`src/rtl/ctr_seq_ctrl.sv`:
```
// ctr_seq_ctrl: command sequencer issuing load/enable strobes to a loadable counter.
// Optional macro CTRL_AUTORELOAD_EN: RUN reloads cnt_base at its limit and keeps counting.
module ctr_seq_ctrl #(
    parameter int WIDTH = 8,
    parameter int PRE_W = 8
) (
    input  logic             clk,
    input  logic             rst_n,
    input  logic             cmd_valid,
    output logic             cmd_ready,
    input  logic [1:0]       cmd_op,
    input  logic [WIDTH-1:0] cmd_data,
    input  logic [PRE_W-1:0] prescale,
    input  logic [WIDTH-1:0] cnt_q,
    output logic             cnt_load,
    output logic [WIDTH-1:0] cnt_base,
    output logic             cnt_en,
    output logic             busy,
    output logic             done,
    output logic             aborted,
    output logic             err
);
    typedef enum logic [1:0] {IDLE, LOAD, STEP, RUN} state_t;
    localparam logic [1:0] OP_LOAD = 2'b00, OP_RUN = 2'b01, OP_STOP = 2'b10, OP_STEP = 2'b11;

    state_t           state_q, state_d;
    logic [PRE_W-1:0] pre_q, pre_d;
    logic [WIDTH-1:0] limit_q, limit_d, base_q, base_d;
    logic             done_q, done_d, aborted_q, aborted_d, err_q, err_d;
    logic             accept, hit, pace, stop_acc;

    assign cmd_ready = (state_q == IDLE) || (state_q == RUN);
    assign accept    = cmd_valid && cmd_ready;
    assign stop_acc  = accept && (cmd_op == OP_STOP);
    // cnt_q is compared live every cycle; it lags cnt_en by one edge
    assign hit       = (state_q == RUN) && (cnt_q == limit_q);
    assign pace      = pre_q == prescale;

    always_ff @(posedge clk or negedge rst_n) begin
        if (!rst_n) begin
            state_q   <= IDLE;
            pre_q     <= '0;
            limit_q   <= '0;
            base_q    <= '0;
            done_q    <= 1'b0;
            aborted_q <= 1'b0;
            err_q     <= 1'b0;
        end else begin
            state_q   <= state_d;
            pre_q     <= pre_d;
            limit_q   <= limit_d;
            base_q    <= base_d;
            done_q    <= done_d;
            aborted_q <= aborted_d;
            err_q     <= err_d;
        end
    end

    always_comb begin
        state_d   = state_q;
        pre_d     = pre_q;
        limit_d   = limit_q;
        base_d    = base_q;
        done_d    = 1'b0;
        aborted_d = 1'b0;
        err_d     = 1'b0;
        unique case (state_q)
            IDLE: begin
                if (accept) begin
                    unique case (cmd_op)
                        OP_LOAD: begin
                            state_d = LOAD;
                            base_d  = cmd_data;
                        end
                        OP_STEP: state_d = STEP;
                        OP_RUN: begin
                            state_d = RUN;
                            limit_d = cmd_data;
                            pre_d   = '0;
                        end
                        default: state_d = IDLE;
                    endcase
                end
            end
            LOAD, STEP: begin
                state_d = IDLE;
                done_d  = 1'b1;
            end
            RUN: begin
                if (hit) begin
`ifdef CTRL_AUTORELOAD_EN
                    pre_d = '0;
`else
                    state_d = IDLE;
                    done_d  = 1'b1;
`endif
                end else if (stop_acc) begin
                    state_d   = IDLE;
                    aborted_d = 1'b1;
                end else begin
                    err_d = accept;
                    pre_d = pace ? '0 : pre_q + 1'b1;
                end
            end
            default: state_d = IDLE;
        endcase
    end

    always_comb begin
        busy     = state_q != IDLE;
        cnt_base = base_q;
        aborted  = aborted_q;
        cnt_en   = (state_q == STEP) || ((state_q == RUN) && !hit && !stop_acc && pace);
`ifdef CTRL_AUTORELOAD_EN
        // reload and its done share the limit cycle; a stale err yields to done
        cnt_load = (state_q == LOAD) || hit;
        done     = done_q || hit;
        err      = err_q && !hit;
`else
        cnt_load = state_q == LOAD;
        done     = done_q;
        err      = err_q;
`endif
    end
endmodule

```
`config.mk`:
```
export PLATFORM = sky130hd
export DESIGN_NAME = ctr_seq_ctrl
export DESIGN_NICKNAME = d
export VERILOG_FILES = /design/src/rtl/ctr_seq_ctrl.sv
export SDC_FILE = /design/constraint.sdc
export NUM_CORES = 1
export LEC_CHECK = 0
export BUFFER_PORTS_ARGS = -buffer_cell sky130_fd_sc_hd__clkbuf_2
export CAP_MARGIN = 5
export CORE_UTILIZATION = 55
export CTS_CLUSTER_SIZE = 30
export DETAILED_ROUTE_END_ITERATION = 16
export GPL_TIMING_DRIVEN = 0
export HOLD_SLACK_MARGIN = 0.02
export PLACE_DENSITY = 0.83
export SLEW_MARGIN = 20
export SYNTH_ARGS = -nofsm -noshare
export SYNTH_HDL_FRONTEND = slang
export SYNTH_SLANG_ARGS = --single-unit
```
`constraint.sdc`:
```
create_clock -name clk -period 5.1 [get_ports clk]
set_input_delay 0.255 -clock clk [delete_from_list [all_inputs] [get_ports clk]]
set_output_delay 0.255 -clock clk [all_outputs]
set_load 0.02 [all_outputs]
```
==> results.yml, run 1 <==
status:
  status: "completed"
sta:
  worst_clock_skew_ns: 0.0129
  fmax_mhz: 448
  grt_setup_unrepaired: "false"
  setup_viol: 0
  maxSlewHeadroom_pct: 54.0
  slew_viol_final: 0
  holdWs_ns: 0.167
  tightest_slew_ns: 0.691
  hold_violations: 0
  layout_min_cycle_time_ns: 2.23
  timing.setup.tns_ns: 0
  period_share_pct: 43.8
cells_and_area:
  flow.area_growth_from_synthesis_pct: 21.8
  seqCellArea_sq_um: 726
  nFillCells: 221
  diodes: 0
  final_nets: 225
  drive_above_1_share_pct: 38.2
  multi_input_area_sq_um: 856
yosys:
  synth_compound_area_share_pct: 9.98
  avgSynthCellArea_sq_um: 11.5
  synth_top_family_by_area: "simple AND/OR/NAND/NOR gates"
  synth-seq-cells: 29
  yosysWarnings: 0
  synth_area_leaders: "dfrtp_1 45%, mux2_2 12%, ha_1 4.7%, xnor2_1 4.4%, xor2_1 4.4%"
  seq_area_frac_synth_pct: 45.2
  yosys.area_share.adder_pct: 4.68
  ys_types: 36
  syn_nets: 174
  synth_xor_area_share_pct: 8.74
  netlist_instances: 139
  synth_mux_area_share_pct: 13.2
  synth_top_area_share_pct: 45.2
  syn_area_sq_um: 1600
  synthSimpleGateAreaFrac_pct: 16.8
  synth_area_leader_cell: "dfrtp_1"
setup_path:
  cp_max_fo: 8
  critPathCaptureType: "register"
  startpoint_type: "register"
  worstSetupPathType: "reg2reg"
  crit_required_ns: 5.32
  r2r-start: "state_q[0]$_DFFE_PN0P_"
  cp.arrival_ns: 2.45
  crit_path_start: "state_q[0]$_DFFE_PN0P_"
power_and_ir_drop:
  power_density_nw_per_um2: 476
  ir_drop_uv: 443
  totalPowerFinal_mw: 0.930
  p_leak_nw: 0.935
floorplanning:
  die_area_sq_um: 3140
  start_util_pct: 58.2
  core_sq_um: 2760
  die_w_um: 56.0
  fp.dieH_um: 56.0
  fp-row-count: 19
  io_pins: 44
detailed_routing:
  wl_mm: 3.01
  detail-route-antenna-nets: 0
  drc: 0
  drt_pass1_iterations: 4
  wire_per_inst_um: 13.6
  vias: 1235
  viasPerCell: 5.56
  drtIter0Drc: 34
min_path:
  min-delay-start: "cmd_data[6]"
  min_path_type: "in2reg"
global_routing:
  grt_max_degree: 30
  overflow: 0
  grt_pass1_vias: 1231
  antenna_found_initial: 0
  grtUsageTotal_pct: 21.8
  grt_pass1_wl_mm: 5.31
clock_tree:
  clock_latency_ns: 0.33
  cts_tree: "built"
  post-cts-setup-buffers: 0
  ctsRootBufferMaster: "clkbuf_4"
  clkTransAtPathRegs_ns: 0.09
  htreeDepth: 2
  cts_buffers: 5
  clockBufferDepth: 2
  cts.sinks: 29
placed_design:
  dp.final_hpwl_mm: 2.38
  place.gp.congestion: 0.908
  port_buffers: 43
job:
  max_cap_violations: 0
## cells in the mapped netlist
library cell and count:
a211oi_1 1, a21bo_1 1, a21boi_4 1, a21o_1 1, a21oi_1 4, a221o_1 1
a22o_1 1, a32o_1 1, and2_4 1, and3_1 2, and4bb_1 1, clkbuf_1 2
dfrtp_1 29, ha_1 6, inv_1 4, mux2_2 17, mux2i_1 2, nand2_1 10
nand2_4 1, nand2b_1 3, nand3_1 5, nand4_1 3, nand4bb_4 1, nor2_1 5
nor2b_1 2, nor3_1 5, nor4_1 2, nor4_4 1, o21a_1 2, o21ai_0 1
o21ai_1 1, o21bai_1 1, o2bb2ai_1 4, or2_2 1, xnor2_1 8, xor2_1 8
## through the flow
stage                     utilization [%]  instances  instance area (sq um)  worst slack (ns)
after floorplan                         -        139                   1600              3.13
after global placement               67.4        213                   1860              2.94
after detailed placement             67.4        213                   1860              2.89
after CTS                            70.8        222                   1950              2.87
after global routing                 70.8        222                   1950              2.76
final                                70.8        222                   1950              2.87
## cell usage in the layout (no fill, tap or decap), types with 2 or more instances in the layout
master	netlist	routed
clkbuf_2	0	43
nand2b_1	3	3
clkbuf_4	0	5
nor2_1	5	5
o2bb2ai_1	4	4
nor2b_1	2	2
nor3_1	5	5
dfrtp_1	29	29
and3_1	2	2
inv_1	4	4
o21a_1	2	2
a21oi_1	4	4
xnor2_1	8	8
nand3_1	5	5
nor4_1	2	2
clkbuf_1	2	3
xor2_1	8	8
mux2i_1	2	2
nand2_1	10	10
nand4_1	3	3
ha_1	6	6
mux2_2	17	17
## report_power, final
| group | internal [mW] | total (mW) | switching (mW) |
|---|---|---|---|
| logic | 0.171 | 0.377 | 0.206 |
| registers | 0.307 | 0.358 | 0.0513 |
| clock network | 0.117 | 0.194 | 0.0773 |
| total | 0.595 | 0.930 | 0.335 |
## worst max-delay path, cell delays in order (launching register included)
cell and delay [ns]:
dfrtp_1 0.41, inv_1 0.10, ha_1 0.34, nand2b_1 0.26, o21ai_1 0.32, and2_4 0.25
nand2_4 0.09, a221o_1 0.36
## final timing paths
kind                                           endpoint  slack (ns)  depth (start not counted)
worst max register to register     pre_q[5]$_DFFE_PN0P_        2.87                          7
max in group asynchronous             aborted$_DFF_PN0_        4.16                          2
min in group asynchronous          pre_q[4]$_DFFE_PN0P_        0.50                          2
worst min-delay path            cnt_base[6]$_DFFE_PN0P_        0.17                          2
worst min register to register  cnt_base[7]$_DFFE_PN0P_        0.51                          1
worst max-delay path               pre_q[5]$_DFFE_PN0P_        2.87                          7
## state kept, by name, indices dropped and copies added, names as in the netlist
| name | count |
|---|---|
| aborted | 1 |
| cnt_base | 8 |
| state_q | 2 |
| pre_q | 8 |
| err | 1 |
| done | 1 |
| limit_q | 8 |
## what timing repair did
| item | 4_1_cts | 5_1_grt |
|---|---|---|
| hold buffers | 1 | 0 |
| hold endpoints to repair | 29 | 0 |
| resized for setup | 0 | 0 |
## routing by layer
layer	vias to the layer above	routed length (um)	global-route usage (%)
met1	582	1250	23.9
met4	0	63	8.01
met5	-	0	0
met2	46	1520	39.3
met3	8	182	6.98
li1	599	-	-
## final cells by class
type                       count  share of cell area [%]
buffer                         2                   0.384
tap                           31                    1.99
inverter                       4                   0.769
clock buffer                   7                    2.82
clock inverter                 1                    1.54
sequential                    29                    37.2
timing repair buffer          44                    11.5
multi-input combinational    104                    43.8
## logic make-up (layout without fill, tap and decap cells)
kind of cell	after synthesis	in the layout
XOR/XNOR	16	16
buffers and inverters	6	58
multiplexers	19	19
flip-flops	29	29
AND/OR/NAND/NOR	43	43
adder cells (fa/ha/maj)	6	6
AO/OA/AOI/OAI	20	20
(Power assumes the default switching activity.)
==> run 2, diff against run 1 <==
CORE_UTILIZATION = 47   (was 55)
PLACE_DENSITY = 0.76   (was 0.83)
clock period = 1.9 ns   (was 5.1 ns; I/O delays follow)
==> results.yml, run 2 (synthesis results as in run 1) <==
status:
  status: "finished with violations"
  violations: "negative setup slack"
min_path:
  hold_end: "err$_DFF_PN0_"
  whs_path_depth: 3
  min_path_type: "in2reg"
  min-delay-start: "cmd_valid"
cells_and_area:
  final_cells: 252
  final_nets: 242
  nFillCells: 244
  drive_above_1_share_pct: 47.6
  diodes: 0
  multi_input_area_sq_um: 915
  fin_util_pct: 69.0
  layout_common_cells: "42 x clkbuf_2, 25 x dfrtp_1, 17 x mux2_2"
  flow.area_growth_from_synthesis_pct: 35.6
  final_common_cell: "clkbuf_2"
  seqCellArea_sq_um: 731
sta:
  layout_min_cycle_time_ns: 1.93
  worst_clock_skew_ns: 0.0157
  period_share_pct: 101
  fmax_mhz: 519
  tightest_slew_ns: 0.727
  holdWs_ns: 0.0907
  layout_setup_ws_ns: -0.0257
  slew_viol_final: 0
  grt_setup_unrepaired: "true"
  maxSlewHeadroom_pct: 51.5
  hold_violations: 0
  setup_viol: 1
detailed_routing:
  wl_mm: 3.68
  routed-wl-met3_um: 199
  wl_met2_mm: 1.96
  vias: 1331
  detail-route-antenna-nets: 0
  drt_pass1_iterations: 4
  drtIter0Drc: 75
  drc: 0
  topRoutingLayerUsed: "met4"
  drt-met1-wl_mm: 1.42
  viasPerCell: 5.28
  wire_per_inst_um: 14.6
setup_path:
  r2r-end: "pre_q[5]$_DFFE_PN0P_"
  cp_max_fo: 7
  r2r_setup_slack_ns: 0.03
  rr_worst_depth: 7
  startpoint_type: "register"
  path_buf_inv: 1
  cp.arrival_ns: 1.83
  worstSetupPathType: "reg2out"
  cp_cell_sequence: "xnor2_1 > nand4_1 > nor2_4 > nand2_1 > o21bai_1 > buf_4"
  max_stage_delay_ns: 0.46
  cp_slowest_cell: "dfrtp_2"
  path_delay_family: "simple AND/OR/NAND/NOR gates"
  critPathCaptureType: "output pin"
  r2r-start: "state_q[0]$_DFFE_PN0P_"
  crit_required_ns: 1.80
job:
  max_cap_violations: 0
clock_tree:
  htreeDepth: 2
  cts_buffers: 5
  ctsRootBufferMaster: "clkbuf_4"
  cts.sinks: 29
  clockBufferDepth: 2
  cts_tree: "built"
  clkTransAtPathRegs_ns: 0.10
  clock_latency_ns: 0.34
placed_design:
  dp.final_hpwl_mm: 2.48
  place_inst: 226
  port_buffers: 43
  place.gp.congestion: 0.832
global_routing:
  grt_max_degree: 30
  grt_pass1_vias: 1364
  grtUsageTotal_pct: 22.7
  grt_pass1_wl_mm: 5.93
  antenna_found_initial: 0
  overflow: 0
floorplanning:
  io_pins: 44
  die_w_um: 60.4
  die_area_sq_um: 3650
  core_sq_um: 3150
  fp.dieH_um: 60.4
  start_util_pct: 50.9
  fp-row-count: 20
power_and_ir_drop:
  p_seq_share_pct: 36.3
  ir_drop_uv: 691
  p_switching_mw: 1.01
  pwr-share-clk_pct: 16.7
  power_density_nw_per_um2: 1220
  internal-power_mw: 1.64
  p_leak_nw: 1.02
  switching_share_pct: 38.1
  combPwrFrac_pct: 47.0
-- run 2: metrics by stage --
step	area [sq um]	TNS [ns]	total power [mW]	setup WS [ns]
6_report	2180	-0.0257	2.65	-0.0257
5_1_grt	2180	-0.109	2.80	-0.0990
4_1_cts	2100	0	2.58	0.0000908
3_5_place_dp	1880	-2.18	2.01	-0.203
3_3_place_gp	1880	-1.79	1.96	-0.168
2_1_floorplan	1610	0	1.69	0.00104
-- run 2: layout make-up --
type / count / area share, %
inverters: 4 / 0.690
flip-flops and latches: 29 / 33.6
clock buffers: 7 / 2.99
multi-input cells: 104 / 42.0
repair buffers: 63 / 17.9
clock inverters: 1 / 0.230
well taps: 44 / 2.53
-- run 2: power groups by stage --
stage | Sequential [mW] | Combinational (mW) | Clock, mW
after floorplan | 1.06 | 0.627 | 0
after global placement | 0.960 | 1.00 | 0
after detailed placement | 0.978 | 1.03 | 0
after CTS | 0.961 | 1.17 | 0.451
after global routing | 0.981 | 1.35 | 0.473
final | 0.961 | 1.25 | 0.443
-- run 2: how the worst max path moves through the flow --
| stage | from | end | slack [ns] | cells past startpoint |
|---|---|---|---|---|
| after floorplan | state_q[0]$_DFFE_PN0P_ | pre_q[5]$_DFFE_PN0P_ | 0.001 | 7 |
| after global placement | state_q[0]$_DFFE_PN0P_ | pre_q[5]$_DFFE_PN0P_ | -0.17 | 7 |
| after detailed placement | state_q[0]$_DFFE_PN0P_ | cnt_base[3]$_DFFE_PN0P_ | -0.20 | 5 |
| after CTS | state_q[1]$_DFFE_PN0P_ | pre_q[5]$_DFFE_PN0P_ | 0.00009 | 7 |
| after global routing | pre_q[4]$_DFFE_PN0P_ | cnt_en | -0.1 | 6 |
| final | pre_q[4]$_DFFE_PN0P_ | cnt_en | -0.03 | 6 |
-- run 2: worst reg2reg max path, delay by kind of cell, from the launching register on --
kind / cells / cell delay, ns
AOI/OAI and AO/OA: 2 / 0.58
and+or+nand+nor: 3 / 0.46
DFF: 1 / 0.39
adders and majority gates: 1 / 0.27
buffers and inverters: 1 / 0.06
-- run 2: routing by layer --
metal,global-route usage (%),vias up
li1,-,636
met5,0,-
met4,10.7,0
met2,40.2,47
met3,7.89,10
met1,24.0,638
-- run 2: repair_timing --
item                                    CTS  global route
gates cloned                              0             0
buffers inserted                          4             7
pin swaps                                 1             8
endpoints found under the setup margin   25             2
resized for setup                         8             9
endpoints found under the hold margin    44             0
hold buffers                              9             0
